**config.mk**
```make
export PLATFORM = sky130hd
export DESIGN_NAME = upstream_limit_engine_flat
export DESIGN_NICKNAME = d
export VERILOG_FILES = /design/src/rtl/upstream_pkg.sv /design/src/rtl/upstream_limit_engine_if.sv /design/src/rtl/upstream_client_bank.sv /design/src/rtl/upstream_limit_engine.sv /design/src/flat_wrapper.sv
export SDC_FILE = /design/constraint.sdc
export NUM_CORES = 2
export LEC_CHECK = 0
export ABC_AREA = 1
export CORE_ASPECT_RATIO = 0.5
export CORE_MARGIN = 3
export CORE_UTILIZATION = 42
export DETAILED_ROUTE_END_ITERATION = 16
export GPL_ROUTABILITY_DRIVEN = 0
export HOLD_SLACK_MARGIN = 0.1
export PLACE_DENSITY = 0.55
export SYNTH_ARGS = -nofsm -noshare
export SYNTH_HDL_FRONTEND = slang
export SYNTH_HIERARCHICAL = 1
export SYNTH_SLANG_ARGS = --single-unit
```
**constraint.sdc**
```tcl
create_clock -name clk -period 9.95 [get_ports clk]
set_input_delay 0.995 -clock clk [delete_from_list [all_inputs] [get_ports clk]]
set_output_delay 0.995 -clock clk [all_outputs]
set_load 0.03 [all_outputs]
```
**src/rtl/upstream_pkg.sv**
```systemverilog
// Shared types and default constants for the upstream limit engine.
// Latency: n/a (declarations only).
// Backpressure: n/a.
// Contents: FSM state enum, default parameter values, request struct.
package upstream_pkg;

  localparam int unsigned DEF_N_CLIENTS   = 32;
  localparam int unsigned DEF_ID_W        = $clog2(DEF_N_CLIENTS);
  localparam int unsigned DEF_AMT_W       = 32;
  localparam int unsigned DEF_DEFAULT_MAX = 0;
  localparam int unsigned DEF_CNT_W       = 16;

  typedef enum logic [0:0] {
    ST_IDLE  = 1'b0,
    ST_CLEAR = 1'b1
  } state_e;

  // One request as seen on the inbound bus, sized for the default build.
  typedef struct packed {
    logic                 order;
    logic                 max;
    logic [DEF_ID_W-1:0]  id;
    logic [DEF_AMT_W-1:0] amount;
  } req_t;

endpackage

```
**src/rtl/upstream_limit_engine_if.sv**
```systemverilog
// Request/response bundle between the stimulus side and the limit engine.
// Latency: n/a (wires only).
// Backpressure: in_ready low means requests are dropped and flagged.
// master: drives requests, observes results. slave: the engine.
interface upstream_limit_engine_if #(
  parameter int ID_W  = 5,
  parameter int AMT_W = 32
);
  logic             new_order;
  logic             new_max;
  logic [ID_W-1:0]  client_id;
  logic [AMT_W-1:0] amount;
  logic             clear_req;
  logic             in_ready;
  logic             order_accept;
  logic             order_reject;
  logic             thenewmax;
  logic [AMT_W-1:0] accumulated_orders;
  logic [AMT_W-1:0] max_to_trade;
  logic             proto_err;

  modport master (
    output new_order, new_max, client_id, amount, clear_req,
    input  in_ready, order_accept, order_reject, thenewmax,
           accumulated_orders, max_to_trade, proto_err
  );

  modport slave (
    input  new_order, new_max, client_id, amount, clear_req,
    output in_ready, order_accept, order_reject, thenewmax,
           accumulated_orders, max_to_trade, proto_err
  );
endinterface

```
**src/rtl/upstream_client_bank.sv**
```systemverilog
// Per-client accumulator and limit storage with a combinational read port.
// Latency: read is combinational; writes land on the next clk edge.
// Backpressure: none; the caller guarantees write ids are in range.
// Ports: rd_id -> rd_acc/rd_max; acc write port, max write port, clear-sweep write.
module upstream_client_bank #(
  parameter int          N_CLIENTS   = 32,
  parameter int          ID_W        = $clog2(N_CLIENTS),
  parameter int          AMT_W       = 32,
  parameter int unsigned DEFAULT_MAX = 0
) (
  input  logic             clk,
  input  logic             rst_n,
  input  logic [ID_W-1:0]  rd_id,
  output logic [AMT_W-1:0] rd_acc,
  output logic [AMT_W-1:0] rd_max,
  input  logic             acc_we,
  input  logic [ID_W-1:0]  acc_wid,
  input  logic [AMT_W-1:0] acc_wdat,
  input  logic             max_we,
  input  logic [ID_W-1:0]  max_wid,
  input  logic [AMT_W-1:0] max_wdat,
  input  logic             clr_we,
  input  logic [ID_W-1:0]  clr_idx
);

  logic [AMT_W-1:0] acc_q [N_CLIENTS];
  logic [AMT_W-1:0] acc_d [N_CLIENTS];
  logic [AMT_W-1:0] max_q [N_CLIENTS];
  logic [AMT_W-1:0] max_d [N_CLIENTS];
  logic [ID_W:0]    rd_id_ext;

  // Ids past the last slot exist only for non-power-of-two banks; read as zero.
  assign rd_id_ext = {1'b0, rd_id};
  assign rd_acc    = (rd_id_ext < (ID_W+1)'(N_CLIENTS)) ? acc_q[rd_id] : '0;
  assign rd_max    = (rd_id_ext < (ID_W+1)'(N_CLIENTS)) ? max_q[rd_id] : '0;

  always_comb begin
    acc_d = acc_q;
    max_d = max_q;
    if (acc_we) acc_d[acc_wid] = acc_wdat;
    if (clr_we) acc_d[clr_idx] = '0;
    if (max_we) max_d[max_wid] = max_wdat;
  end

  always_ff @(posedge clk or negedge rst_n) begin
    if (!rst_n) begin
      for (int i = 0; i < N_CLIENTS; i++) begin
        acc_q[i] <= '0;
        max_q[i] <= AMT_W'(DEFAULT_MAX);
      end
    end else begin
      acc_q <= acc_d;
      max_q <= max_d;
    end
  end

endmodule

```
**src/rtl/upstream_limit_engine.sv**
```systemverilog
// Per-client order limit checker: books or refuses orders, updates limits, sweeps accumulators clear.
// Latency: result pulse and post-op values registered one cycle after the request edge.
// Backpressure: in_ready low during the clear sweep; requests then are dropped and set proto_err.
// Ports: clk, rst_n, bus (slave modport); with UPSTREAM_STATS_EN also total_accepted/total_rejected.
module upstream_limit_engine
  import upstream_pkg::*;
#(
  parameter int          N_CLIENTS   = DEF_N_CLIENTS,
  parameter int          ID_W        = $clog2(N_CLIENTS),
  parameter int          AMT_W       = DEF_AMT_W,
  parameter int unsigned DEFAULT_MAX = DEF_DEFAULT_MAX
`ifdef UPSTREAM_STATS_EN
  ,parameter int         CNT_W       = DEF_CNT_W
`endif
) (
  input  logic clk,
  input  logic rst_n,
  upstream_limit_engine_if.slave bus
`ifdef UPSTREAM_STATS_EN
  ,output logic [CNT_W-1:0] total_accepted
  ,output logic [CNT_W-1:0] total_rejected
`endif
);

  localparam logic [0:0] IDLE  = ST_IDLE;
  localparam logic [0:0] CLEAR = ST_CLEAR;

  logic [0:0]       state_q, state_d;
  logic [ID_W-1:0]  idx_q, idx_d;
  logic             accept_q, accept_d, reject_q, reject_d, newmax_q, newmax_d;
  logic             proto_err_q, proto_err_d;
  logic [AMT_W-1:0] acc_out_q, acc_out_d, max_out_q, max_out_d;

  logic [AMT_W-1:0] rd_acc, rd_max, eff_max;
  logic [AMT_W:0]   sum;
  logic             req_vld, id_ok, acc_we, max_we, clr_we;

  upstream_client_bank #(
    .N_CLIENTS(N_CLIENTS), .ID_W(ID_W), .AMT_W(AMT_W), .DEFAULT_MAX(DEFAULT_MAX)
  ) u_bank (
    .clk(clk), .rst_n(rst_n),
    .rd_id(bus.client_id), .rd_acc(rd_acc), .rd_max(rd_max),
    .acc_we(acc_we), .acc_wid(bus.client_id), .acc_wdat(sum[AMT_W-1:0]),
    .max_we(max_we), .max_wid(bus.client_id), .max_wdat(bus.amount),
    .clr_we(clr_we), .clr_idx(idx_q)
  );

  assign req_vld = bus.new_order | bus.new_max;
  assign id_ok   = {1'b0, bus.client_id} < (ID_W+1)'(N_CLIENTS);
  // A same-cycle limit update is checked against the new limit.
  assign eff_max = bus.new_max ? bus.amount : rd_max;
  // One extra bit keeps the carry, so a wrapping sum can never look affordable.
  assign sum     = {1'b0, rd_acc} + {1'b0, bus.amount};

  always_comb begin
    state_d     = state_q;
    idx_d       = idx_q;
    accept_d    = 1'b0;
    reject_d    = 1'b0;
    newmax_d    = 1'b0;
    proto_err_d = proto_err_q;
    acc_out_d   = acc_out_q;
    max_out_d   = max_out_q;
    acc_we      = 1'b0;
    max_we      = 1'b0;
    clr_we      = 1'b0;
    if (state_q == CLEAR) begin
      clr_we = 1'b1;
      idx_d  = idx_q + ID_W'(1);
      if (req_vld) proto_err_d = 1'b1;
      if (idx_q == ID_W'(N_CLIENTS-1)) begin
        state_d = IDLE;
        idx_d   = '0;
      end
    end else begin
      if (req_vld && !id_ok) begin
        proto_err_d = 1'b1;
        reject_d    = bus.new_order;
      end else if (req_vld) begin
        max_we    = bus.new_max;
        newmax_d  = bus.new_max;
        max_out_d = eff_max;
        acc_out_d = rd_acc;
        if (bus.new_order) begin
          if (sum <= {1'b0, eff_max}) begin
            accept_d  = 1'b1;
            acc_we    = 1'b1;
            acc_out_d = sum[AMT_W-1:0];
          end else begin
            reject_d = 1'b1;
          end
        end
      end
      // Lowest priority: any request this cycle has already been handled above.
      if (bus.clear_req) begin
        state_d = CLEAR;
        idx_d   = '0;
      end
    end
  end

  always_ff @(posedge clk or negedge rst_n) begin
    if (!rst_n) begin
      state_q     <= IDLE;
      idx_q       <= '0;
      accept_q    <= 1'b0;
      reject_q    <= 1'b0;
      newmax_q    <= 1'b0;
      proto_err_q <= 1'b0;
      acc_out_q   <= '0;
      max_out_q   <= '0;
    end else begin
      state_q     <= state_d;
      idx_q       <= idx_d;
      accept_q    <= accept_d;
      reject_q    <= reject_d;
      newmax_q    <= newmax_d;
      proto_err_q <= proto_err_d;
      acc_out_q   <= acc_out_d;
      max_out_q   <= max_out_d;
    end
  end

  assign bus.in_ready           = (state_q == IDLE);
  assign bus.order_accept       = accept_q;
  assign bus.order_reject       = reject_q;
  assign bus.thenewmax          = newmax_q;
  assign bus.accumulated_orders = acc_out_q;
  assign bus.max_to_trade       = max_out_q;
  assign bus.proto_err          = proto_err_q;

`ifdef UPSTREAM_STATS_EN
  logic [CNT_W-1:0] acc_cnt_q, acc_cnt_d, rej_cnt_q, rej_cnt_d;

  // Counters move with the pulse they count and stick at all-ones.
  always_comb begin
    acc_cnt_d = acc_cnt_q;
    rej_cnt_d = rej_cnt_q;
    if (accept_d && !(&acc_cnt_q)) acc_cnt_d = acc_cnt_q + CNT_W'(1);
    if (reject_d && !(&rej_cnt_q)) rej_cnt_d = rej_cnt_q + CNT_W'(1);
  end

  always_ff @(posedge clk or negedge rst_n) begin
    if (!rst_n) begin
      acc_cnt_q <= '0;
      rej_cnt_q <= '0;
    end else begin
      acc_cnt_q <= acc_cnt_d;
      rej_cnt_q <= rej_cnt_d;
    end
  end

  assign total_accepted = acc_cnt_q;
  assign total_rejected = rej_cnt_q;
`endif

endmodule

```
**src/flat_wrapper.sv**
```systemverilog
// flat-port wrapper written by rule: the top's interface ports become plain ports
module upstream_limit_engine_flat import upstream_pkg::*;
#(
  parameter int          N_CLIENTS   = DEF_N_CLIENTS,
  parameter int          ID_W        = $clog2(N_CLIENTS),
  parameter int          AMT_W       = DEF_AMT_W,
  parameter int unsigned DEFAULT_MAX = DEF_DEFAULT_MAX

)
  (clk, rst_n, bus_new_order, bus_new_max, bus_client_id, bus_amount, bus_clear_req, bus_in_ready, bus_order_accept, bus_order_reject, bus_thenewmax, bus_accumulated_orders, bus_max_to_trade, bus_proto_err);
  upstream_limit_engine_if #(.ID_W(ID_W), .AMT_W(AMT_W)) bus_i ();
  input  logic clk;
  input  logic rst_n;
  input wire logic [$bits(bus_i.new_order)-1:0] bus_new_order;
  input wire logic [$bits(bus_i.new_max)-1:0] bus_new_max;
  input wire logic [$bits(bus_i.client_id)-1:0] bus_client_id;
  input wire logic [$bits(bus_i.amount)-1:0] bus_amount;
  input wire logic [$bits(bus_i.clear_req)-1:0] bus_clear_req;
  output wire logic [$bits(bus_i.in_ready)-1:0] bus_in_ready;
  output wire logic [$bits(bus_i.order_accept)-1:0] bus_order_accept;
  output wire logic [$bits(bus_i.order_reject)-1:0] bus_order_reject;
  output wire logic [$bits(bus_i.thenewmax)-1:0] bus_thenewmax;
  output wire logic [$bits(bus_i.accumulated_orders)-1:0] bus_accumulated_orders;
  output wire logic [$bits(bus_i.max_to_trade)-1:0] bus_max_to_trade;
  output wire logic [$bits(bus_i.proto_err)-1:0] bus_proto_err;
  assign bus_i.new_order = bus_new_order;
  assign bus_i.new_max = bus_new_max;
  assign bus_i.client_id = bus_client_id;
  assign bus_i.amount = bus_amount;
  assign bus_i.clear_req = bus_clear_req;
  assign bus_in_ready = bus_i.in_ready;
  assign bus_order_accept = bus_i.order_accept;
  assign bus_order_reject = bus_i.order_reject;
  assign bus_thenewmax = bus_i.thenewmax;
  assign bus_accumulated_orders = bus_i.accumulated_orders;
  assign bus_max_to_trade = bus_i.max_to_trade;
  assign bus_proto_err = bus_i.proto_err;
  upstream_limit_engine #(.N_CLIENTS(N_CLIENTS), .ID_W(ID_W), .AMT_W(AMT_W), .DEFAULT_MAX(DEFAULT_MAX)) u_core (.clk(clk), .rst_n(rst_n), .bus(bus_i));
endmodule
```
Word level (Yosys, flattened, before mapping)
Index checks and enable logic that the tools add are counted.

storage, ports and cells
  bits in registers = 2122
  input bits = 42
  output and inout port bits = 69
  word-level logic and storage cells = 128

cells by class
  $add $sub $neg = 2
  magnitude comparators = 6
  equality and inequality tests = 1
  multiplexer cells = 36
  bitwise operators = 6
  reductions and logical operators = 5

operators by type and width
  kind                    count
  $bwmux W1024            2
  $mux W1024              2
  $and A1024 B1024 Y1024  1
  $not A1024 Y1024        1
  $mux W32                11
  $bmux W32 S5            2
  $demux W32 S5           2
  $add A32 B32 Y33        1
  $le A33 B32 Y1          1
  $mux W5                 3
  $mux W1                 14
  $ge A6 B6 Y1 const B    2
  $lt A6 B1 Y1 const B    2
  $not A5 Y6              2
  $lt A5 B6 Y1 const B    1
  $add A5 B1 Y5 const B   1
  $eq A5 B5 Y1 const B    1
  $reduce_and A2 Y1       2
  $logic_and A1 B1 Y1     2
  $reduce_bool A2 Y1      1
  $not A1 Y1              1
  $or A1 B1 Y1            1

Logic depth before layout (Yosys ltp)
  word-level depth = 14
  mapped depth = 44

Modules after synthesis
The synthesis kept the hierarchy.

modules (own cells, without submodules)
  module                 instances  cells each  area each (um^2)  seq. area each (um^2)
  upstream_client_bank   1          12571       95960.8           51249.2
  upstream_limit_engine  1          972         6587.6            1851.8

Worst setup path after synthesis
No wires, ideal clock.

  kind = in2reg
  start = input bus_client_id[1]
  end = register u_core/u_bank/acc_q[130] in the netlist's numbering
  setup time = 0.136 ns
  arrival = 5.972 ns
  slack = 3.842 ns
  cell stages on the path = 41
  path buffers = 5
  cells stage by stage = buf_2 > inv_2 > clkbuf_1 > clkbuf_1 > nand3_1 > nand3_1 > nand3_1 > nand3_1 > nand2_1 > ha_1 > fa_1 > nand2_1 > nand2_1 > nand2_1 > o21bai_1 > nand2_1 > nand2_1 > a21oi_1 > (+5 left out) > nand2_1 > inv_1 > o21ai_0 > nand2_1 > a21oi_1 > nand2_1 > nand2_1 > nand2_2 > nand2_4 > nand2_4 > buf_6 > nor2_1 > nand3_1 > nor2_1 > inv_1 > clkbuf_1 > nor2_1 > nor3_1

RTL lines
  element                         RTL line                    RTL
  start: declaration              flat_wrapper.sv:16          input wire logic [$bits(bus_i.client_id)-1:0] bus_client_id;
  end signal: indexed assignment  upstream_client_bank.sv:48  acc_q[i] <= '0;
  end signal: assignment          upstream_client_bank.sv:52  acc_q <= acc_d;
  end: declaration                upstream_client_bank.sv:26  logic [AMT_W-1:0] acc_q [N_CLIENTS];

==> reports/qor.yml <==
clock_network:
  cts_buffers: 204
  post_cts_buffers: 0
  cts_tree: "done"
  cts_num_sinks: 2122
  ctsHoldBuffers: 1
  clock_latency_ns: 0.90
  htree_levels: 4
  cts_root_buffer: "clkbuf_16"
  cts_max_path_buffers: 4
  clk_pin_slew_ns: 0.06
  cts_resized: 0
sta:
  rsz0062_at_grt: "no"
  fin_ws_ns: 0.990
  tns_ns: 0
  max_freq_ghz: 0.112
  fin_crit_sh_pct: 90.1
  worst-slew-pin-transition_ns: 1.28
  fin_worst_skew_ns: 0.0651
  layout_min_cycle_time_ns: 8.96
  drv_slew: 0
  finalHoldViolCount: 0
  slew_headroom_pct: 14.4
  setup_viol: 0
setup_path:
  worstSetupPathType: "in -> reg"
  cp-start-kind: "input pin"
  crit_arrival_ns: 9.68
  cp_slowest_cell: "o21ai_0"
  crit_path_max_fanout: 45
  end_kind: "flip-flop"
  required_ns: 10.67
  crit_top_cell: "nand2_1"
  max_stage_delay_ns: 0.91
synth:
  synth_most_common_cell: "nand2_1"
  synth_top_area_cell: "dfrtp_1"
  synth.cell_area_sq_um: 103000
  synth.top_cell.area_share_pct: 51.8
  synth_edf_count: 0
  yosysSeqAreaShare_pct: 51.8
  synthCells: 13543
  ys_async_sr_fraction_pct: 100
  yosysWarnings: 6
  syn_nets: 13652
  synth_area_leaders: "dfrtp_1, nand2_1, nand3_1"
  synth.distinct_cells: 41
  ys_ff_latch: 2122
  synth_commonest_cells: "nand2_1, nor2_1, dfrtp_1"
  synth_flop_cell: "dfrtp_1"
  syn_avg_cell_area_sq_um: 7.57
finish:
  synthToLayoutAreaGrowth_pct: 10.1
  regArea_sq_um: 53100
  final_layout_size_suffix_gt1_share_pct: 5.75
  fillers: 24211
  multi_input_area_sq_um: 44600
  nets: 13098
power_and_ir_drop:
  sequentialPowerShare_pct: 43.9
  power_density_nw_per_um2: 201
  p_leak_nw: 51.0
  clockPowerShare_pct: 35.1
  p_comb_share_pct: 21.0
  swShare_pct: 33.2
  p_int_w: 0.0152
  switching_power_w: 0.00756
  ir_worst_vdd_v: 0.000137
route:
  avgViaCountPerCell: 5.69
  detail-route-antenna-nets: 0
  initialDrtViolationCount: 11381
  vias: 93156
  routed_wl_mm: 398
  dr.pass1.iters: 7
  drc_errors: 0
  wl_per_cell_um: 24.3
grt:
  grt_max_degree: 153
  antenna_found_initial: 8
  track_usage_pct: 31.2
  grt_pass1_vias: 87237
  grt_pass1_wl_mm: 595
  grt_overflow: 0
floorplan:
  dieArea_sq_um: 250000
  coreArea_sq_um: 241000
  ios: 111
  rows: 127
  start_util_pct: 42.5
  die_x_um: 705
  die_y_um: 355
flow_run:
  max-cap-violations: 0
place:
  port-buffer-count: 110
  dp_hpwl_mm: 224
  place_ws_ns: 0.480
run_status:
  status: "complete, no violations"
hold_path:
  min_path_type: "reg -> reg"
[metrics by stage]
stage	hold WS, ns	cells	area (sq um)	total power [W]	util [%]
after floorplan	0.453	13543	103000	0.0127	-
after global placement	0.465	16007	106000	0.0148	44.1
after detailed placement	0.467	16007	106000	0.0148	44.1
after CTS	0.484	16373	113000	0.0228	46.8
after global routing	0.498	16374	113000	0.0237	46.8
final	0.480	16378	113000	0.0227	46.8
[per-layer routing]
metal  routed length (um)  vias up  track usage [%]  part of all wire [%]
li1                     -    42933                -                     -
met1               175000    45579             45.0                    44
met2               173000     3970             47.3                    44
met3                34800      668             6.03                   8.8
met4                14300        6             10.2                   3.6
met5                   42        -                0                 0.011
[layout by cell type (no fill, tap or decap), types with 54 or more instances in the layout]
master,n
clkdlybuf4s50_1,103
o21ai_1,80
nor2_2,64
clkbuf_16,204
clkbuf_8,54
a21oi_1,203
nor3_1,1034
o21ai_0,839
buf_4,229
ha_1,65
dfrtp_1,2122
inv_1,192
nand3_1,1997
nand2_1,3354
nor2_1,2269
[kinds of logic after synthesis]
family	after synthesis	synth area share, %
buffers and inverters	1368	5.16
AND/OR/NAND/NOR	8788	36.1
XOR/XNOR	18	0.154
AO/OA/AOI/OAI	1149	5.68
multiplexers	31	0.303
adder cells (fa/ha/maj)	67	0.825
flip-flops	2122	51.8
[flip-flops by register name, indices dropped and copies added (netlist names)]
signal	flops
u_core/u_bank/acc_q	1024
u_core/state_q	1
u_core/bus.accumulated_orders	32
u_core/bus.proto_err	1
u_core/bus.order_accept	1
u_core/u_bank/max_q	1024
u_core/bus.order_reject	1
u_core/bus.max_to_trade	32
u_core/bus.thenewmax	1
u_core/idx_q	5
[power by group through the flow]
| stage | clock (W) | combinational (W) | sequential [W] |
|---|---|---|---|
| floorplan | 0 | 0.00241 | 0.0103 |
| global placement | 0 | 0.00466 | 0.0101 |
| detailed placement | 0 | 0.00469 | 0.0101 |
| CTS | 0.00813 | 0.00470 | 0.00997 |
| global route | 0.00849 | 0.00512 | 0.0101 |
| finish | 0.00799 | 0.00478 | 0.00998 |
[final cells by class]
| type | instances | area share (%) |
|---|---|---|
| timing repair buffer | 377 | 3.20 |
| tap | 3225 | 3.57 |
| clock inverter | 55 | 0.495 |
| inverter | 231 | 0.795 |
| antenna | 5 | 0.0111 |
| multi-input combinational | 10053 | 39.5 |
| sequential | 2122 | 47.0 |
| clock buffer | 310 | 5.35 |
[path summary, 6_finish.rpt]
check | startpoint | endpoint | slack (ns) | depth (start not counted)
hold reg to reg | u_core/bus.accumulated_orders[19]$_DFFE_PN0P_ | u_core/bus.accumulated_orders[19]$_DFFE_PN0P_ | 0.48 | 2
setup / recovery | bus_client_id[0] | u_core/u_bank/acc_q[261]$_DFF_PN0_ | 0.99 | 37
max in group asynchronous | rst_n | u_core/u_bank/acc_q[896]$_DFF_PN0_ | 6.87 | 4
hold / removal | u_core/bus.accumulated_orders[19]$_DFFE_PN0P_ | u_core/bus.accumulated_orders[19]$_DFFE_PN0P_ | 0.48 | 2
min in group asynchronous | rst_n | u_core/u_bank/acc_q[419]$_DFF_PN0_ | 0.72 | 2
setup reg to reg | u_core/u_bank/acc_q[513]$_DFF_PN0_ | u_core/u_bank/acc_q[261]$_DFF_PN0_ | 1.90 | 33
[critical path, delay by kind of cell]
family                     cells  cell delay (ns)
AOI/OAI and AO/OA              2             1.15
buffers and inverters          8             2.22
and+or+nand+nor               25             4.39
adders and majority gates      2             0.66
Note: power is estimated with default switching activity, not from simulation.
